**src/rtl/depth_test_unit.sv**
```systemverilog
// depth_test_unit: per-fragment depth test against a word-addressed depth buffer, plus a buffer clear engine.
module depth_test_unit #(
    parameter int Z_SIZE       = 16,
    parameter int X_RES        = 640,
    parameter int Y_RES        = 480,
    parameter int X_PIXEL_SIZE = $clog2(X_RES),
    parameter int Y_PIXEL_SIZE = $clog2(Y_RES),
    parameter int ADDR_SIZE    = 32
) (
    input  logic                    clk_i,
    input  logic                    rst_ni,
    input  logic                    frag_valid_i,
    output logic                    frag_ready_o,
    input  logic [X_PIXEL_SIZE-1:0] frag_x_i,
    input  logic [Y_PIXEL_SIZE-1:0] frag_y_i,
    input  logic [Z_SIZE-1:0]       frag_z_i,
    input  logic [2:0]              depth_func_i,
    input  logic                    depth_write_en_i,
    input  logic [ADDR_SIZE-1:0]    buffer_base_address_i,
    input  logic [Z_SIZE-1:0]       clear_value_i,
    input  logic                    clear_i,
    output logic                    clear_busy_o,
    output logic                    clear_done_o,
    output logic                    mem_rd_req_valid_o,
    input  logic                    mem_rd_req_ready_i,
    output logic [ADDR_SIZE-1:0]    mem_addr_o,
    input  logic                    mem_rd_valid_i,
    input  logic [Z_SIZE-1:0]       mem_rd_data_i,
    output logic                    mem_wr_valid_o,
    input  logic                    mem_wr_ready_i,
    output logic [Z_SIZE-1:0]       mem_wr_data_o,
    output logic                    res_valid_o,
    input  logic                    res_ready_i,
    output logic                    res_pass_o,
    output logic [X_PIXEL_SIZE-1:0] res_x_o,
    output logic [Y_PIXEL_SIZE-1:0] res_y_o
);
    localparam logic [2:0] IDLE    = 3'd0;
    localparam logic [2:0] RD_REQ  = 3'd1;
    localparam logic [2:0] RD_WAIT = 3'd2;
    localparam logic [2:0] WR      = 3'd3;
    localparam logic [2:0] RESULT  = 3'd4;
    localparam logic [2:0] CLEAR   = 3'd5;
    localparam logic [2:0] F_NEVER  = 3'd0;
    localparam logic [2:0] F_ALWAYS = 3'd7;
    localparam logic [X_PIXEL_SIZE:0] X_LIM    = (X_PIXEL_SIZE + 1)'(X_RES);
    localparam logic [Y_PIXEL_SIZE:0] Y_LIM    = (Y_PIXEL_SIZE + 1)'(Y_RES);
    localparam logic [ADDR_SIZE-1:0]  X_RES_A  = ADDR_SIZE'(X_RES);
    localparam logic [ADDR_SIZE-1:0]  LAST_PIX = ADDR_SIZE'(X_RES * Y_RES - 1);

    logic [2:0]              state_q, state_d;
    logic [ADDR_SIZE-1:0]    addr_q, addr_d;
    logic [ADDR_SIZE-1:0]    cnt_q, cnt_d;
    logic [X_PIXEL_SIZE-1:0] x_q, x_d;
    logic [Y_PIXEL_SIZE-1:0] y_q, y_d;
    logic [Z_SIZE-1:0]       data_q, data_d;
    logic [2:0]              func_q, func_d;
    logic                    we_q, we_d, pass_q, pass_d, done_q, done_d;
    logic                    in_range, cmp_pass;
    logic [7:0]              cmp_vec;
    logic [ADDR_SIZE-1:0]    frag_addr;

    // data_q carries the fragment z during a test and the clear value during a clear
    assign in_range  = ({1'b0, frag_x_i} < X_LIM) && ({1'b0, frag_y_i} < Y_LIM);
    assign frag_addr = buffer_base_address_i + ADDR_SIZE'(frag_y_i) * X_RES_A + ADDR_SIZE'(frag_x_i);
    assign cmp_vec   = {1'b1, data_q != mem_rd_data_i, data_q == mem_rd_data_i, data_q >= mem_rd_data_i,
                        data_q > mem_rd_data_i, data_q <= mem_rd_data_i, data_q < mem_rd_data_i, 1'b0};
    assign cmp_pass  = cmp_vec[func_q];

    // Next-state logic: fragment test sequencing and clear address walk
    always_comb begin
        state_d = state_q;
        addr_d  = addr_q;
        cnt_d   = cnt_q;
        x_d     = x_q;
        y_d     = y_q;
        data_d  = data_q;
        func_d  = func_q;
        we_d    = we_q;
        pass_d  = pass_q;
        done_d  = 1'b0;
        case (state_q)
            IDLE: begin
                if (clear_i) begin
                    state_d = CLEAR;
                    addr_d  = buffer_base_address_i;
                    data_d  = clear_value_i;
                    cnt_d   = '0;
                end else if (frag_valid_i) begin
                    x_d    = frag_x_i;
                    y_d    = frag_y_i;
                    data_d = frag_z_i;
                    func_d = depth_func_i;
                    we_d   = depth_write_en_i;
                    addr_d = frag_addr;
                    if (!in_range || depth_func_i == F_NEVER) begin
                        pass_d  = 1'b0;
                        state_d = RESULT;
                    end else if (depth_func_i == F_ALWAYS) begin
                        pass_d  = 1'b1;
                        state_d = depth_write_en_i ? WR : RESULT;
                    end else begin
                        state_d = RD_REQ;
                    end
                end
            end
            RD_REQ:  state_d = mem_rd_req_ready_i ? RD_WAIT : RD_REQ;
            RD_WAIT: begin
                if (mem_rd_valid_i) begin
                    pass_d  = cmp_pass;
                    state_d = (cmp_pass && we_q) ? WR : RESULT;
                end
            end
            WR:      state_d = mem_wr_ready_i ? RESULT : WR;
            RESULT:  state_d = res_ready_i ? IDLE : RESULT;
            CLEAR: begin
                if (mem_wr_ready_i) begin
                    if (cnt_q == LAST_PIX) begin
                        state_d = IDLE;
                        done_d  = 1'b1;
                    end else begin
                        cnt_d  = cnt_q + 1'b1;
                        addr_d = addr_q + 1'b1;
                    end
                end
            end
            default: state_d = IDLE;
        endcase
    end

    // State registers; reset abandons any operation in progress
    always_ff @(posedge clk_i) begin
        if (!rst_ni) begin
            state_q <= IDLE;
            addr_q  <= '0;
            cnt_q   <= '0;
            x_q     <= '0;
            y_q     <= '0;
            data_q  <= '0;
            func_q  <= '0;
            we_q    <= 1'b0;
            pass_q  <= 1'b0;
            done_q  <= 1'b0;
        end else begin
            state_q <= state_d;
            addr_q  <= addr_d;
            cnt_q   <= cnt_d;
            x_q     <= x_d;
            y_q     <= y_d;
            data_q  <= data_d;
            func_q  <= func_d;
            we_q    <= we_d;
            pass_q  <= pass_d;
            done_q  <= done_d;
        end
    end

    // Outputs are forced low while reset is held, even before the first reset edge
    assign frag_ready_o       = rst_ni && state_q == IDLE && !clear_i;
    assign mem_rd_req_valid_o = rst_ni && state_q == RD_REQ;
    assign mem_wr_valid_o     = rst_ni && (state_q == WR || state_q == CLEAR);
    assign mem_addr_o         = rst_ni ? addr_q : '0;
    assign mem_wr_data_o      = rst_ni ? data_q : '0;
    assign res_valid_o        = rst_ni && state_q == RESULT;
    assign res_pass_o         = rst_ni && pass_q;
    assign res_x_o            = rst_ni ? x_q : '0;
    assign res_y_o            = rst_ni ? y_q : '0;
    assign clear_busy_o       = rst_ni && state_q == CLEAR;
    assign clear_done_o       = rst_ni && done_q;
endmodule

```
**config.mk**
```make
export PLATFORM = sky130hd
export DESIGN_NAME = depth_test_unit
export DESIGN_NICKNAME = d
export VERILOG_FILES = /design/src/rtl/depth_test_unit.sv
export SDC_FILE = /design/constraint.sdc
export NUM_CORES = 1
export LEC_CHECK = 0
export BUFFER_PORTS_ARGS = -buffer_cell sky130_fd_sc_hd__buf_2
export CAP_MARGIN = 20
export CORE_MARGIN = 2
export CORE_UTILIZATION = 41
export CTS_CLUSTER_SIZE = 30
export DETAILED_ROUTE_END_ITERATION = 6
export SLEW_MARGIN = 10
export SYNTH_ARGS = -nofsm -noshare
export SYNTH_HDL_FRONTEND = slang
export SYNTH_SLANG_ARGS = --single-unit
export TNS_END_PERCENT = 50
```
**constraint.sdc**
```tcl
create_clock -name clk_i -period 8.05 [get_ports clk_i]
set_clock_uncertainty 0.05 [all_clocks]
set_input_delay 1.61 -clock clk_i [delete_from_list [all_inputs] [get_ports clk_i]]
set_output_delay 1.61 -clock clk_i [all_outputs]
set_load 0.005 [all_outputs]
```
==> results of run 1 <==
logic make-up after synthesis:
group | Yosys count
compound gates | 300
xor+xnor | 49
fa+ha+maj | 72
buf+inv | 108
flops | 108
mux | 25
simple gates | 451
report_power, final:
group          internal (mW)  total, mW  switching, mW
combinational          0.422       1.01          0.591
clock                  0.282      0.517          0.235
sequential             0.646      0.784          0.137
placed cells by master (no fill, tap or decap), drive strengths merged, types with 46 or more instances in the layout:
cell	instances
dfxtp	108
nand3	47
buf	193
o21ai	75
ha	67
nand2	140
a21oi	71
nor2	82
inv	46
and2	75
area by class of cell:
cell class | count | area share [%]
tap | 270 | 3.41
clock buffer | 9 | 2.27
sequential | 108 | 21.8
inverter | 44 | 1.67
clock inverter | 7 | 1.20
timing repair buffer | 193 | 10.1
multi-input combinational | 897 | 59.5
worst min-delay path, stage by stage, from the launching register on:
cell      delay [ns]
dfxtp_1         0.31
nand2_1         0.04
a21boi_0        0.06
metal layers:
metal | GRT usage [%] | up-vias | share of wire (%)
li1 | - | 4248 | -
met1 | 29.5 | 3955 | 47
met2 | 35.3 | 199 | 47
met3 | 2.09 | 27 | 4.1
met4 | 6.95 | 0 | 1.9
met5 | 0 | - | 0
metrics by stage:
step | power (mW) | hold WS (ns) | cells | area (µm²) | util (%)
4_1_cts | 2.31 | 0.415 | 1526 | 9880 | 48.7
2_1_floorplan | 1.49 | 0.389 | 1113 | 8520 | -
5_1_grt | 2.50 | 0.436 | 1528 | 9900 | 48.8
3_5_place_dp | 1.79 | 0.404 | 1510 | 9530 | 47.0
3_3_place_gp | 1.78 | 0.397 | 1510 | 9530 | 47.0
6_report | 2.31 | 0.412 | 1528 | 9900 | 48.8
worst paths after layout:
kind / startpoint / endpoint / slack [ns] / cells after the start
hold / removal: y_q[1] / y_q[1] / 0.41 / 2
hold reg to reg: y_q[1] / y_q[1] / 0.41 / 2
setup / recovery: frag_y_i[1] / addr_q[27] / 2.43 / 20
setup reg to reg: state_q[2] / addr_q[9] / 5.04 / 8
state kept, by name, indices dropped and copies added, names as in the netlist:
name,count
y_q,9
x_q,10
cnt_q,32
done_q,1
data_q,16
state_q,3
func_q,3
we_q,1
addr_q,32
pass_q,1
==> results.py, run 1 <==
metrics = {
    "timing": {
        "setup_ws_ns": 2.43,
        "relSlewSlack_pct": 32.6,
        "setup_viol": 0,
        "timing.final.crit_period_ns": 5.62,
        "tightest_slew_ns": 1.01,
        "slew_viol_final": 0,
        "period_share_pct": 69.8,
        "timing.fmax_mhz": 178,
        "setup_tns_ns": 0,
        "rsz0062_at_grt": "no",
        "finalHoldViolCount": 0,
    },
    "logic_synthesis": {
        "syn-instance-count": 1113,
        "synth-async-reset-ratio_pct": 0,
        "yosys-top-cells-count": "nand2_1, dfxtp_1, nor2_1",
        "yosysTopAreaCellShare_pct": 25.4,
        "synth.area.top_cells": "dfxtp_1, ha_1, nand2_1",
        "synth_xor_area_share_pct": 5.04,
        "ys_seq_area_share_pct": 25.4,
        "synth_compound_area_share_pct": 23.5,
        "synth_top_cell_by_area": "dfxtp_1",
        "ys_seq_elements": 108,
        "synth_mux_area_share_pct": 2.94,
        "synth.distinct_cells": 79,
        "syn_nets": 1296,
        "synth_simple_gate_area_share_pct": 26.7,
        "synth-main-ff-cell": "dfxtp_1",
        "synth.most_common_cell": "nand2_1",
        "yosysWarnings": 0,
        "synth_area_um2": 8520,
        "synth.avg_cell_area_um2": 7.65,
        "synth_edf_count": 0,
        "synthAdderAreaFrac_pct": 11.0,
        "synth_top_family_by_area": "simple AND/OR/NAND/NOR gates",
    },
    "global_routing": {
        "track_usage_pct": 21.4,
        "grt_pass1_vias": 7708,
        "antenna_found_initial": 0,
        "grt_pass1_wl_um": 38600,
        "grt_max_degree": 103,
        "overflow": 0,
    },
    "critical_path": {
        "crit_family": "compound AO/OA/AOI/OAI gates",
        "path_max_fanout": 9,
        "endpoint_kind": "flop",
        "crit_top_cell": "ha_1",
        "start_kind": "input port",
        "slowest_delay_ns": 0.63,
        "critPathSlowestCell": "a21boi_1",
        "cp.required_ns": 8.30,
        "cp.buffers_inverters": 3,
        "crit_arrival_ns": 5.87,
        "criticalPathCategory": "input port to flop",
        "path_cells": "buf_2, ha_1, ha_1, inv_1, fa_1, inv_1, a21oi_1, o21ai_0, a21oi_1, o21bai_1, xor2_1, ha_1, ha_1, nand4_1, nor3_1, o311ai_0, a21boi_1, o21ai_0, xor2_1, o21ai_0",
    },
    "detailed_routing": {
        "firstDrtPassIters": 7,
        "ant_nets": 0,
        "routedWlPerCell_um": 15.6,
        "drt_iter0_markers": 490,
        "wirelength_um": 23800,
        "drc": 0,
        "via_per_inst": 5.52,
        "vias": 8429,
    },
    "final_layout": {
        "regArea_um2": 2160,
        "multiInputGateArea_um2": 5890,
        "area_growth_pct": 16.3,
        "drive_gt1_share_pct": 18.4,
        "fillers": 2146,
        "diodes": 0,
        "nNetsFinal": 1436,
    },
    "die": {
        "initial_core_util_pct": 42.0,
        "die_w_um": 148,
        "rows": 52,
        "core_um2": 20300,
        "die_area_um2": 21900,
        "io_pins": 185,
        "die_h_um": 148,
    },
    "place": {
        "hpwl_um": 17700,
        "dp_slack_ns": 2.04,
        "io_buffers": 184,
        "place_congestion": 0.887,
    },
    "clock_tree": {
        "clock-sinks": 108,
        "clock_path_buffers": 2,
        "clk-insertion-delay-late_ns": 0.37,
        "cts_tree": "yes",
        "cts-root-buf": "clkbuf_16",
        "cts_buffers": 9,
        "h-tree-depth": 3,
        "path_clk_slew_ns": 0.08,
        "post_cts_buffers": 0,
        "hold_buffers": 0,
        "ctsResizeCount": 0,
    },
    "min_path": {
        "hp-class": "flop to flop",
    },
    "outcome": {
        "status": "finished clean",
    },
    "power_and_ir_drop": {
        "p_per_area_nw_per_um2": 234,
        "leakage_nw": 4.53,
        "ir_worst_vdd_uv": 98.3,
    },
    "job": {
        "drv_cap": 0,
    },
}
Power figures use the tool's default switching activity.
==> run 2, diff against run 1 <==
clock period = 5.2 ns   (was 8.05 ns; I/O delays follow)
==> run 2 against run 1 <==
  * Die area is the same
  * Utilization is essentially flat
  * Largest power group unchanged
  * Highest routed layer unchanged
  * Non-clock buffer count grew 5
  * Clock power grew 41%
==> results.py, run 2 (synthesis gave the netlist of run 1 again) <==
metrics = {
    "critical_path": {
        "criticalPathCategory": "input port to flop",
        "critPathSlowestCell": "fa_1",
        "crit_top_cell": "ha_1",
        "slowest_delay_ns": 0.40,
        "rr_worst_depth": 9,
        "cp.required_ns": 5.47,
        "start_kind": "input port",
        "path_max_fanout": 9,
        "path_cells": "buf_2, ha_1, ha_1, inv_1, fa_1, inv_1, a21oi_1, o21ai_0, buf_4, xor2_1, ha_1, ha_1, nand4_2, or3_4, o211a_1, o211ai_2, a311oi_4, or3_1, a21oi_1, o21a_1",
        "endpoint_kind": "flop",
        "crit_arrival_ns": 5.03,
    },
    "place": {
        "dp_slack_ns": 0.0675,
        "place_congestion": 0.874,
        "io_buffers": 184,
        "hpwl_um": 18000,
    },
    "power_and_ir_drop": {
        "p_per_area_nw_per_um2": 353,
        "leakage_nw": 4.54,
        "ir_worst_vdd_uv": 235,
    },
    "final_layout": {
        "fin_util_pct": 48.8,
        "drive_gt1_share_pct": 18.7,
        "reg_top3": "addr_q (32), cnt_q (32), data_q (16)",
        "diodes": 0,
        "layout_commonest_cell": "buf_2",
        "area_growth_pct": 16.4,
        "nNetsFinal": 1441,
        "layout_common_cells": "buf_2, nand2_1, dfxtp_1",
    },
    "timing": {
        "tightest_slew_ns": 1.01,
        "setup_tns_ns": 0,
        "finalHoldViolCount": 0,
        "setup_ws_ns": 0.443,
        "timing.fmax_mhz": 210,
        "relSlewSlack_pct": 32.4,
        "rsz0062_at_grt": "no",
        "timing.final.crit_period_ns": 4.76,
        "slew_viol_final": 0,
        "period_share_pct": 91.5,
        "setup_viol": 0,
    },
    "job": {
        "drv_cap": 0,
    },
    "clock_tree": {
        "cts_buffers": 9,
        "post_cts_buffers": 0,
        "clock_path_buffers": 2,
        "clk-insertion-delay-late_ns": 0.37,
        "h-tree-depth": 3,
        "path_clk_slew_ns": 0.09,
        "hold_buffers": 0,
        "ctsResizeCount": 0,
        "cts-root-buf": "clkbuf_16",
        "cts_tree": "yes",
        "clock-sinks": 108,
    },
    "global_routing": {
        "grt_pass1_vias": 7574,
        "grt_max_degree": 82,
        "antenna_found_initial": 0,
        "grt_pass1_wl_um": 38300,
        "overflow": 0,
        "track_usage_pct": 21.2,
    },
    "outcome": {
        "status": "finished clean",
    },
    "die": {
        "io_pins": 185,
        "die_w_um": 148,
        "core_um2": 20300,
        "die_area_um2": 21900,
        "rows": 52,
        "die_h_um": 148,
        "initial_core_util_pct": 42.0,
    },
    "detailed_routing": {
        "vias": 8411,
        "firstDrtPassIters": 5,
        "ant_nets": 0,
        "via_per_inst": 5.49,
        "drc": 0,
        "wirelength_um": 23800,
        "drt_iter0_markers": 534,
        "routedWlPerCell_um": 15.5,
    },
    "min_path": {
        "hp-class": "flop to flop",
        "min_path_cells": 2,
    },
}
==> run 2: cell count changes in the layout (fill, tap and decap cells not counted), sizes merged <==
cell,previous run,this run
clkinv,3,5
buf,193,198
bufinv,2,0
==> run 2: area by class of cell <==
cell class	count	area [µm²]
clock inverters	7	88.8
multi-input cells	897	5890
well taps	270	338
inverters	44	165
fillers	2065	10400
flip-flops and latches	108	2160
repair buffers	198	1040
clock buffers	9	225
==> run 2: metal layers <==
metal	vias to the layer above	global-route usage, %	part of all wire, %
li1	4253	-	-
met1	3943	29.1	47
met2	192	35.8	48
met3	23	2.30	3.8
met4	0	5.33	1.5
met5	-	0	0
==> run 2: through the flow <==
step	std cells	hold WS, ns	cell area [µm²]	power (mW)
finish	1533	0.409	9910	3.50
global route	1533	0.428	9910	3.78
CTS	1533	0.413	9910	3.52
detailed placement	1517	0.402	9600	2.79
global placement	1517	0.396	9600	2.78
floorplan	1113	0.389	8520	2.30
==> run 2: worst max-delay path, delay by kind of cell <==
kind | cells | cell delay (ns)
adders and majority gates | 5 | 1.41
buffers and inverters | 4 | 0.40
xor gates and xnor gates | 1 | 0.14
and+or+nand+nor | 3 | 0.92
AOI/OAI and AO/OA | 7 | 1.11
==> run 2: worst paths after layout <==
kind,start,endpoint,slack (ns)
worst min register to register,x_q[7],x_q[7],0.41
worst max register to register,cnt_q[13],addr_q[19],2.18
worst max-delay path,frag_y_i[1],addr_q[22],0.44
worst min-delay path,x_q[7],x_q[7],0.41
==> run 2: power by group <==
group / internal, mW / switching [mW] / leakage (nW)
Combinational: 0.655 / 0.912 / 3.50
Clock: 0.348 / 0.381 / 0.152
Sequential: 1.00 / 0.206 / 0.883
